<file path="config.mk">
export PLATFORM = sky130hd
export DESIGN_NAME = wbc_vic_flat
export DESIGN_NICKNAME = d
export VERILOG_FILES = /design/src/rtl/wbc_vic_pkg.sv /design/src/rtl/wbc_vic_if.sv /design/src/rtl/wbc_vic_prio_enc.sv /design/src/rtl/wbc_vic.sv /design/src/flat_wrapper.sv
export SDC_FILE = /design/constraint.sdc
export NUM_CORES = 1
export LEC_CHECK = 0
export CORE_MARGIN = 5
export CORE_UTILIZATION = 42
export CTS_CLUSTER_SIZE = 8
export DETAILED_ROUTE_END_ITERATION = 7
export PLACE_DENSITY = 0.82
export REMOVE_ABC_BUFFERS = 1
export SLEW_MARGIN = 20
export SYNTH_ARGS = -nofsm -noshare
export SYNTH_HDL_FRONTEND = slang
export SYNTH_SLANG_ARGS = --single-unit
</file>
<file path="constraint.sdc">
create_clock -name clk_p -period 2.6 [get_ports clk_p]
set_input_delay 0.52 -clock clk_p [delete_from_list [all_inputs] [get_ports clk_p]]
set_output_delay 0.52 -clock clk_p [all_outputs]
set_load 0.005 [all_outputs]
</file>
<file path="src/rtl/wbc_vic_pkg.sv">
// Shared definitions for the vectored interrupt controller: FSM state encoding
// and the "no source granted" marker reported on the active output.
package wbc_pkg;

    typedef enum logic [1:0] {
        IDLE  = 2'd0,
        LATCH = 2'd1,
        ACK   = 2'd2,
        GAP   = 2'd3
    } state_t;

    localparam logic [3:0] ACTIVE_NONE = 4'hF;
    localparam int         VEC_W       = 16;

endpackage

</file>
<file path="src/rtl/wbc_vic_if.sv">
// CPU interrupt-vector bus plus the peripheral request/acknowledge lines.
// The controller is the slave end; the CPU/peripheral side is the master.
interface wbc_vic_if #(
    parameter int N = 4
);
    logic [N-1:0] ireq;
    logic         virq;
    logic         istb;
    logic [15:0]  ivec;
    logic         iack;
    logic [N-1:0] dev_ack;
    logic [3:0]   active;

    modport master (
        output ireq,
        output istb,
        input  virq,
        input  ivec,
        input  iack,
        input  dev_ack,
        input  active
    );

    modport slave (
        input  ireq,
        input  istb,
        output virq,
        output ivec,
        output iack,
        output dev_ack,
        output active
    );
endinterface

</file>
<file path="src/rtl/wbc_vic_prio_enc.sv">
// Fixed-priority encoder: the lowest set request index wins.
// idx reads ACTIVE_NONE when nothing is requesting.
module prio_enc
    import wbc_pkg::*;
#(
    parameter int N = 4
) (
    input  logic [N-1:0] req,
    output logic [3:0]   idx,
    output logic         any
);

    // Scan from the top so the lowest index is the last one to overwrite.
    always_comb begin
        idx = ACTIVE_NONE;
        any = 1'b0;
        for (int i = N - 1; i >= 0; i--) begin
            if (req[i]) begin
                idx = 4'(i);
                any = 1'b1;
            end
        end
    end

endmodule

</file>
<file path="src/rtl/wbc_vic.sv">
// Vectored interrupt controller: responder on the CPU vector bus with fixed
// priority arbitration, registered vector/acknowledge and per-device acks.
module wbc_vic
    import wbc_pkg::*;
#(
    parameter int                N        = 4,
    parameter logic [16*N-1:0]   VECTORS  = {16'o000070, 16'o000064, 16'o000060, 16'o000100},
    parameter logic [VEC_W-1:0]  SPURIOUS = 16'o000000
) (
    input  logic       clk_p,
    input  logic       rst_n,
    wbc_vic_if.slave   bus
);

    state_t             state_q, state_d;
    logic               virq_q, virq_d;
    logic               iack_q, iack_d;
    logic [VEC_W-1:0]   ivec_q, ivec_d;
    logic [N-1:0]       devAck_q, devAck_d;
    logic [3:0]         active_q, active_d;

    logic [3:0]         winIdx;
    logic               winAny;
    logic [VEC_W-1:0]   winVec;

    prio_enc #(.N(N)) u_prio (
        .req (bus.ireq),
        .idx (winIdx),
        .any (winAny)
    );

    always_comb begin
        winVec = SPURIOUS;
        for (int i = 0; i < N; i++) begin
            if (winIdx == 4'(i)) begin
                winVec = VECTORS[16*i +: 16];
            end
        end
    end

    // virq only follows ireq once the FSM has settled in IDLE, so the GAP
    // cycle and the first IDLE cycle give a granted device time to let go.
    always_comb begin
        state_d  = state_q;
        ivec_d   = ivec_q;
        active_d = active_q;
        devAck_d = '0;

        unique case (state_q)
            IDLE:    if (bus.istb) state_d = LATCH;
            LATCH:   state_d = ACK;
            ACK:     if (!bus.istb) state_d = GAP;
            GAP:     state_d = IDLE;
            default: state_d = IDLE;
        endcase

        if (state_q == LATCH) begin
            if (winAny) begin
                ivec_d   = winVec;
                active_d = winIdx;
                for (int i = 0; i < N; i++) begin
                    devAck_d[i] = (winIdx == 4'(i));
                end
            end else begin
                ivec_d   = SPURIOUS;
                active_d = ACTIVE_NONE;
            end
        end

        virq_d = (state_q == IDLE) && (state_d == IDLE) && (|bus.ireq);
        iack_d = (state_d == ACK);
    end

    always_ff @(posedge clk_p) begin
        if (!rst_n) begin
            state_q  <= IDLE;
            virq_q   <= 1'b0;
            iack_q   <= 1'b0;
            ivec_q   <= 16'o000000;
            devAck_q <= '0;
            active_q <= ACTIVE_NONE;
        end else begin
            state_q  <= state_d;
            virq_q   <= virq_d;
            iack_q   <= iack_d;
            ivec_q   <= ivec_d;
            devAck_q <= devAck_d;
            active_q <= active_d;
        end
    end

    assign bus.virq    = virq_q;
    assign bus.iack    = iack_q;
    assign bus.ivec    = ivec_q;
    assign bus.dev_ack = devAck_q;
    assign bus.active  = active_q;

endmodule

</file>
<file path="src/flat_wrapper.sv">
// flat-port wrapper written by rule: the top's interface ports become plain ports
module wbc_vic_flat import wbc_pkg::*;
#(
    parameter int                N        = 4,
    parameter logic [16*N-1:0]   VECTORS  = {16'o000070, 16'o000064, 16'o000060, 16'o000100},
    parameter logic [VEC_W-1:0]  SPURIOUS = 16'o000000
)
  (clk_p, rst_n, bus_ireq, bus_istb, bus_virq, bus_ivec, bus_iack, bus_dev_ack, bus_active);
  wbc_vic_if #(.N(N)) bus_i ();
  input  logic clk_p;
  input  logic rst_n;
  input wire logic [$bits(bus_i.ireq)-1:0] bus_ireq;
  input wire logic [$bits(bus_i.istb)-1:0] bus_istb;
  output wire logic [$bits(bus_i.virq)-1:0] bus_virq;
  output wire logic [$bits(bus_i.ivec)-1:0] bus_ivec;
  output wire logic [$bits(bus_i.iack)-1:0] bus_iack;
  output wire logic [$bits(bus_i.dev_ack)-1:0] bus_dev_ack;
  output wire logic [$bits(bus_i.active)-1:0] bus_active;
  assign bus_i.ireq = bus_ireq;
  assign bus_i.istb = bus_istb;
  assign bus_virq = bus_i.virq;
  assign bus_ivec = bus_i.ivec;
  assign bus_iack = bus_i.iack;
  assign bus_dev_ack = bus_i.dev_ack;
  assign bus_active = bus_i.active;
  wbc_vic #(.N(N), .VECTORS(VECTORS), .SPURIOUS(SPURIOUS)) u_core (.clk_p(clk_p), .rst_n(rst_n), .bus(bus_i));
endmodule
</file>
; Yosys cells after proc, flatten, opt, wreduce, memory -nomap -nowiden
; Index checks and enable logic that the tools add are counted.
[word_totals]
ff_bits = 28
latchBits = 0
ramBits = 0
romBits = 0
input_bits = 7
output_inout_bits = 26
word_cells = 37
memories = 0
[classes]
addsub = 0
mul = 0
div_mod_pow = 0
magnitude_cmp = 0
n_eq_ne = 7
shifts = 0
muxes = 17
bitwise_logic = 0
n_reduce_logical = 7
[ops]
columns = op, count
row1 = two-way mux 7 bit, 5
row2 = two-way mux 4 bit, 5
row3 = equality test 4 x 2 -> 1 bit (second input constant), 2
row4 = case mux 2 bit (4 select lines), 1
row5 = equality test 2 bit (second input constant), 3
row6 = equality test 4 x 1 -> 1 bit (second input constant), 1
row7 = zero test 2 bit, 2
row8 = zero test 4 bit, 1
row9 = two-way mux 1 bit, 4
row10 = two-way mux 2 bit, 2
row11 = OR reduction 4 bit, 1
row12 = AND reduction 3 bit, 1
row13 = equality test 2 x 1 -> 1 bit (second input constant), 1
row14 = logical AND 1 bit, 2

; Longest topological paths before layout
; Gate-level depths: netlist of run 1.
[depth]
depth_word = 10
depth_mapped = 5
ltp_nobuf = 4

; Hierarchy
; Synthesis of run 1 repeated with hierarchy kept, for this count alone.
[hier_totals]
cells_unflattened = 77
hier_area_um2 = 720.7
[modules_own_cells]
columns = mod, n_inst, cells_per_inst, area_per_inst_um2, seq_area_each_um2
row1 = wbc_vic, 1, 71, 684.4, 320.3
row2 = prio_enc, 1, 6, 36.3, 0.0

; Least setup slack after synthesis of run 1
; No wires, ideal clock.
[synth_timing]
kind = input -> register
startpoint = input port bus_ireq[3]
endpoint = register u_core.virq_q (netlist: u_core.bus.virq)
arrival_ps = 1214
required_ps = 2483
setup_slack_ps = 1269
stages = 2
cell_sequence = or4_4 -> and4b_1
[synth_via]
elab_chain_len = 2
[synth_lines]
columns = item, line
row1 = from (decl), flat_wrapper.sv:12  ; input wire logic [$bits(bus_i.ireq)-1:0] bus_ireq;
row2 = OR reduction 4 bit, wbc_vic.sv:70  ; virq_d = (state_q == IDLE) && (state_d == IDLE) && (|bus.ireq);
row3 = logical AND 1 bit, wbc_vic.sv:70
row4 = to (signal assigned), wbc_vic.sv:84  ; virq_q <= virq_d;
row5 = to (decl), wbc_vic.sv:16  ; logic virq_q, virq_d;
; Every way passes these cells.
; A chain may end at the register's enable or synchronous reset.

; Final worst setup path of run 1
[layout_timing]
startpoint = register u_core.ivec_q[5] (netlist: u_core.bus.ivec[5])
endpoint = output port bus_ivec[5]
[layout_lines]
columns = item, line
row1 = from (decl), wbc_vic.sv:18  ; logic [VEC_W-1:0] ivec_q, ivec_d;
row2 = from (signal assigned), wbc_vic.sv:86  ; ivec_q <= ivec_d;
row3 = to (decl), flat_wrapper.sv:15  ; output wire logic [$bits(bus_i.ivec)-1:0] bus_ivec;
; No word-level cell between the ends.

==> results of run 1 <==
-- cell usage after synthesis --
library cell and instances:
conb_1 1, and2_1 1, and4b_1 1, or4_4 1, o211ai_1 1, o2bb2ai_1 1, a21boi_1 1, and3_1 1
o21ai_1 1, clkbuf_1 1, buf_2 1, nor2_1 2, dfxtp_1 15, or4b_1 2, nand2b_1 4, nor2b_1 2
nor4bb_1 1, nand3b_1 2, o2111a_1 1, xnor2_1 1, o221a_1 1, inv_2 1, ha_1 3, o311ai_1 2
inv_1 2, o21a_1 1, nor4b_1 1, nor3b_1 2, buf_4 13, nand2_1 2
-- per-layer routing --
layer	vias to the layer above	wire [um]	GRT usage [%]
met2	22	595	15.5
met4	0	10	6.38
met3	2	119	2.07
li1	254	-	-
met5	-	0	0
met1	225	597	13.5
-- per-stage QoR --
stage          cell area [um^2]  worst slack [ns]  hold slack (ns)  total power [mW]  instances
6_report                    887             0.921            0.483             0.771        105
3_5_place_dp                861             0.737            0.467             0.647        101
4_1_cts                     887             0.905            0.486             0.780        105
2_1_floorplan               631              1.24            0.463             0.490         64
5_1_grt                     887             0.868            0.531             0.830        105
3_3_place_gp                861             0.744            0.462             0.635        101
-- power breakdown --
part	internal, mW	switching (mW)	leakage (nW)
Clock	0.0595	0.0695	0.0150
Combinational	0.187	0.138	0.213
Sequential	0.286	0.0305	0.123
Total	0.533	0.238	0.351
-- final cells by class --
| type | count | area [um^2] | area share, % |
|---|---|---|---|
| inverter | 3 | 11.3 | 1.27 |
| clock buffer | 4 | 26.3 | 2.96 |
| tap | 16 | 20.0 | 2.26 |
| timing repair buffer | 21 | 210 | 23.7 |
| multi-input combinational | 46 | 319 | 36.0 |
| sequential | 15 | 300 | 33.9 |
-- state kept, by name, indices dropped and copies added (netlist names) --
signal / cells
u_core.bus.active: 3
u_core.bus.dev_ack: 4
u_core.bus.iack: 1
u_core.bus.ivec: 4
u_core.bus.virq: 1
u_core.state_q: 2
-- how the worst max path moves through the flow --
stage / from / cells after the start / slack, ns / end
after CTS: u_core.bus.ivec[5] / 1 / 0.91 / bus_ivec[5]
after global routing: u_core.bus.ivec[5] / 1 / 0.87 / bus_ivec[4]
after floorplan: u_core.state_q[0] / 3 / 1.24 / u_core.bus.ivec[5]
after detailed placement: bus_ireq[1] / 3 / 0.74 / u_core.bus.virq
final: u_core.bus.ivec[5] / 1 / 0.92 / bus_ivec[5]
after global placement: bus_ireq[1] / 3 / 0.74 / u_core.bus.virq
-- logic make-up (layout without fill, tap and decap cells) --
logic type,after synthesis,after routing,share of synthesized area (%)
AND/OR/NAND/NOR,22,22,22.2
flip-flops,15,15,42.9
adder cells (fa/ha/maj),3,3,5.37
other,1,11,0.536
XOR/XNOR,1,1,1.25
AO/OA/AOI/OAI,9,9,10.9
buffers and inverters,18,28,16.8
==> run metrics, run 1 <==
Worst Path Buf+Inv 1; clock root buffer clkbuf_4; hold path start u_core.bus.ivec[6]; depth of the CTS H-tree 1; outcome finished, final reports clean; WL per Instance 12.6 um; Cell variety after synth 30; Total Routing Usage GR 10.4%; GP Congestion 0.709; clock skew 0.00275 ns; worst hold path endpoint u_core.bus.ivec[6]; Tightest Hold Check Type flip-flop to flip-flop; DRC errors left 0; WP data arrival roughly 1.2 ns; Setup Crit Path Kind flip-flop to output port; # hold bufs at CTS 0; nets 100; Mapped Avg Cell Area 10.1 um^2; TritonCTS clock tree built; Via Count between 500 and 600; setup slack, reg-to-reg ~1.1 ns; minimum clock period 1.68 ns; sequential fraction of the synthesis area 42.9%; # resized after CTS 0; Core ar. 1540 um^2; commonest non-fill, non-tap cells in the layout 21 x clkdlybuf4s50_1, 15 x dfxtp_1, 11 x conb_1; clock slew at reported path FFs 0.08 ns; RSZ-0062 raised after global routing no; Leak Pwr 0.351 nW; pwr/cell area 869 nW/um^2; total negative slack 0 ns; routed wire length 1320 um; Num CTS Buffers 3; Clock Tree Buf Depth 2; die width about 51 um; Synthesis Warnings 0; commonest non-fill, non-tap cell in the layout clkdlybuf4s50_1; required time of the critical path 2.08 ns; delay-heaviest family, CP buffers and inverters; max cap viols 0; # diodes 0; global-route wire length before repair ~2100 um; Worst Path Max Fanout 3; Layout fillers 143; crit share post-route roughly 65%; IO Pins 33; Worst setup SP type flip-flop; Critical-path top delay cell clkdlybuf4s50_1; Setup Viol. Count Final 0; synth top area cells dfxtp_1 43%, buf_4 14%, ha_1 5.4%; initial antenna violation count 0; Fin. Hold Viols 0; Slew Viols, Final 0; Via density about 4.8; initial core utilization 45.4%; Overflow after GRT 0; Post-CTS Setup Inserts 0; Max Clock Freq 596 MHz; CP Capture Type output port; Detail Route Antenna Nets 0; Critical R2R Capture u_core.bus.ivec[5]; DIE AREA 2580 um^2; Mapped Cells 69; Die Height 50.8 um; Post-Syn Area 699 um^2; row count 14; first-pass detailed-route iteration total 3; Final Util 57.5%; synthesized flop and latch total 15; Reg2Reg Launch Point u_core.state_q[0]; vias in the first global route 488; CTS sink cnt 15; R2R cell count 3; largest net degree at the start of global routing 14; hold path depth 2; Syn-to-layout area delta 26.8%; Yosys top cell by area dfxtp_1; clk_lat worst skew 0.28 ns; port buffer count 21; layout cells sized above 1 5.62%; Synth top area share 42.9%; DR iter-0 viols 3; Max stage delay on crit path 0.52 ns; maximum VDD drop 401 uV; critical-path cell list clkdlybuf4s50_1
Power figures use the tool's default switching activity.
==> run 2: changes to the inputs <==
Settings changed: CORE_UTILIZATION 42 to 35, PLACE_DENSITY 0.82 to 0.73.
Clock period 2.6 ns to 1.4 ns, I/O delays scaled along.
==> run 2 against run 1 <==
  * Clock skew increased by 0.0019 ns
  * Global-route usage increased by 0.37 points
  * Count of clock-buffer cells in the layout unchanged
  * Utilization decreased by 8.4 points
  * Via count increased by 5.6%
  * Sequential power increased by 87%
  * Clock power increased by 82%
  * Power increased by 81%
  * Highest routed layer unchanged
==> run metrics, run 2 (synthesized netlist as in run 1, its figures left out) <==
Critical-path top delay cell clkdlybuf4s50_1 (unchanged); nets 106 (was 100); max cap viols 0 (unchanged); DIE AREA 2990 um^2 (was 2580 um^2); routed wire length 1370 um (was 1320 um); layout cells sized above 1 14.7% (was 5.62%); maximum VDD drop 811 uV (was 401 uV); WP data arrival 1.07 ns (was 1.16 ns); Core ar. 1940 um^2 (was 1540 um^2); depth of the CTS H-tree 1 (unchanged); total area of sequential cells 304 um^2 (was 300 um^2); commonest non-fill, non-tap cell in the layout dfxtp_1 (was clkdlybuf4s50_1); initial core utilization 36.0% (was 45.4%); Worst Path Buf+Inv 1 (unchanged); minimum clock period 1.35 ns; Via Count 531 (was 503); clock skew 0.00468 ns (was 0.00275 ns); placed inst area 920 um^2 (was 861 um^2); Clock Tree Buf Depth 2 (unchanged); Layout fillers 210 (was 143); clock slew at reported path FFs 0.08 ns (about the same); critical-path cell list clkdlybuf4s50_1 (unchanged); WL per Instance 11.3 um (was 12.6 um); RSZ-0062 raised after global routing no (unchanged); delay-heaviest family, CP buffers and inverters (unchanged); CTS sink cnt 15 (unchanged); required time of the critical path 1.12 ns (was 2.08 ns); Slew Viols, Final 0 (unchanged); multi-input logic area 319 um^2 (unchanged); Setup Viol. Count Final 0 (unchanged); vias in the first global route 530 (was 488); port buffer count 21 (unchanged); Overflow after GRT 0 (unchanged); Post-CTS Setup Inserts 0 (unchanged); Fin. Hold Viols 0 (unchanged); Tightest Hold Check Type flip-flop to flip-flop (unchanged); clk_lat worst skew 0.27 ns (was 0.28 ns); GP Congestion 0.727 (was 0.709); CP Capture Type output port (unchanged); fin area 955 um^2 (was 887 um^2); Via density 4.35 (was 4.79); clock root buffer clkbuf_4 (unchanged); Max Clock Freq 739 MHz; outcome finished, final reports clean (unchanged); Leak Pwr 0.491 nW (was 0.351 nW); Setup Crit Path Kind flip-flop to output port (unchanged); # hold bufs at CTS 0 (unchanged); global-route wire length before repair 2180 um (was 2090 um); Die Height 54.7 um (was 50.8 um); Final Util 49.2% (was 57.5%); DRC errors left 0 (unchanged); commonest non-fill, non-tap cells in the layout 12 x dfxtp_1, 11 x conb_1, 8 x dlygate4sd2_1 (was 21 x clkdlybuf4s50_1, 15 x dfxtp_1, 11 x conb_1); Syn-to-layout area delta 36.5% (was 26.8%); die width 54.7 um (was 50.8 um); Max stage delay on crit path 0.48 ns (was 0.52 ns); IO Pins 33 (unchanged); Worst setup SP type flip-flop (unchanged); total negative slack 0 ns (unchanged); crit share post-route 96.6%; Total Routing Usage GR 10.7% (was 10.4%); Detail Route Antenna Nets 0 (unchanged); TritonCTS clock tree built (unchanged); largest net degree at the start of global routing 13 (was 14); # diodes 0 (unchanged); Worst Path Max Fanout 1 (was 3); row count 16 (was 14); Num CTS Buffers 3 (unchanged); Post-DP HPWL 1090 um; initial antenna violation count 0 (unchanged); first-pass detailed-route iteration total 4 (was 3); DR iter-0 viols 5 (was 3); pwr/cell area 1460 nW/um^2 (was 869 nW/um^2)
-- run 2: cell count changes in the layout (fill, tap and decap cells not counted) --
cell	before	now
clkdlybuf4s50_1	21	7
dlygate4sd2_1	0	8
buf_4	0	6
dlymetal6s2s_1	0	6
dfxtp_1	15	12
dfxtp_2	0	3
-- run 2: power breakdown --
group          internal (mW)  switching [mW]
Clock                  0.110           0.124
Sequential             0.537          0.0552
Combinational          0.317           0.253
Total                  0.965           0.433
-- run 2: path summary, 6_finish.rpt --
path | cells past startpoint | startpoint | end | slack (ns)
max reg2reg | 3 | u_core.state_q[0] | u_core.bus.ivec[5] | 0.10
min | 2 | u_core.bus.ivec[3] | u_core.bus.ivec[3] | 0.47
max | 1 | u_core.bus.iack | bus_iack | 0.05
min reg2reg | 2 | u_core.bus.ivec[3] | u_core.bus.ivec[3] | 0.47
-- run 2: layout make-up --
cell class                      instances  area share, %
Sequential cell                        15           31.8
Clock buffer                            4           2.75
Multi-Input combinational cell         46           33.4
Tap cell                               27           3.54
Inverter                                3           1.18
Timing Repair Buffer                   27           27.3
-- run 2: per-stage QoR --
stage	power (mW)	cells	hold WS (ns)	setup slack [ns]
finish	1.40	122	0.472	0.0471
global route	1.52	122	0.510	0.00100
CTS	1.43	122	0.478	0.000329
detailed placement	1.23	118	0.461	-0.214
global placement	1.21	118	0.457	-0.195
floorplan	0.909	64	0.356	0.0365
-- run 2: layer usage --
metal | routed length [um] | track usage, % | share of wire [%] | vias up
met2 | 631 | 16.7 | 46 | 24
met3 | 117 | 3.54 | 8.5 | 2
li1 | - | - | - | 270
met5 | 0 | 0 | 0 | -
met1 | 596 | 11.3 | 43 | 235
met4 | 29 | 9.96 | 2.1 | 0
-- run 2: repair_timing --
item	in CTS	in global routing
endpoints found under the setup margin	9	7
resized for setup	10	7
pin swaps	0	0
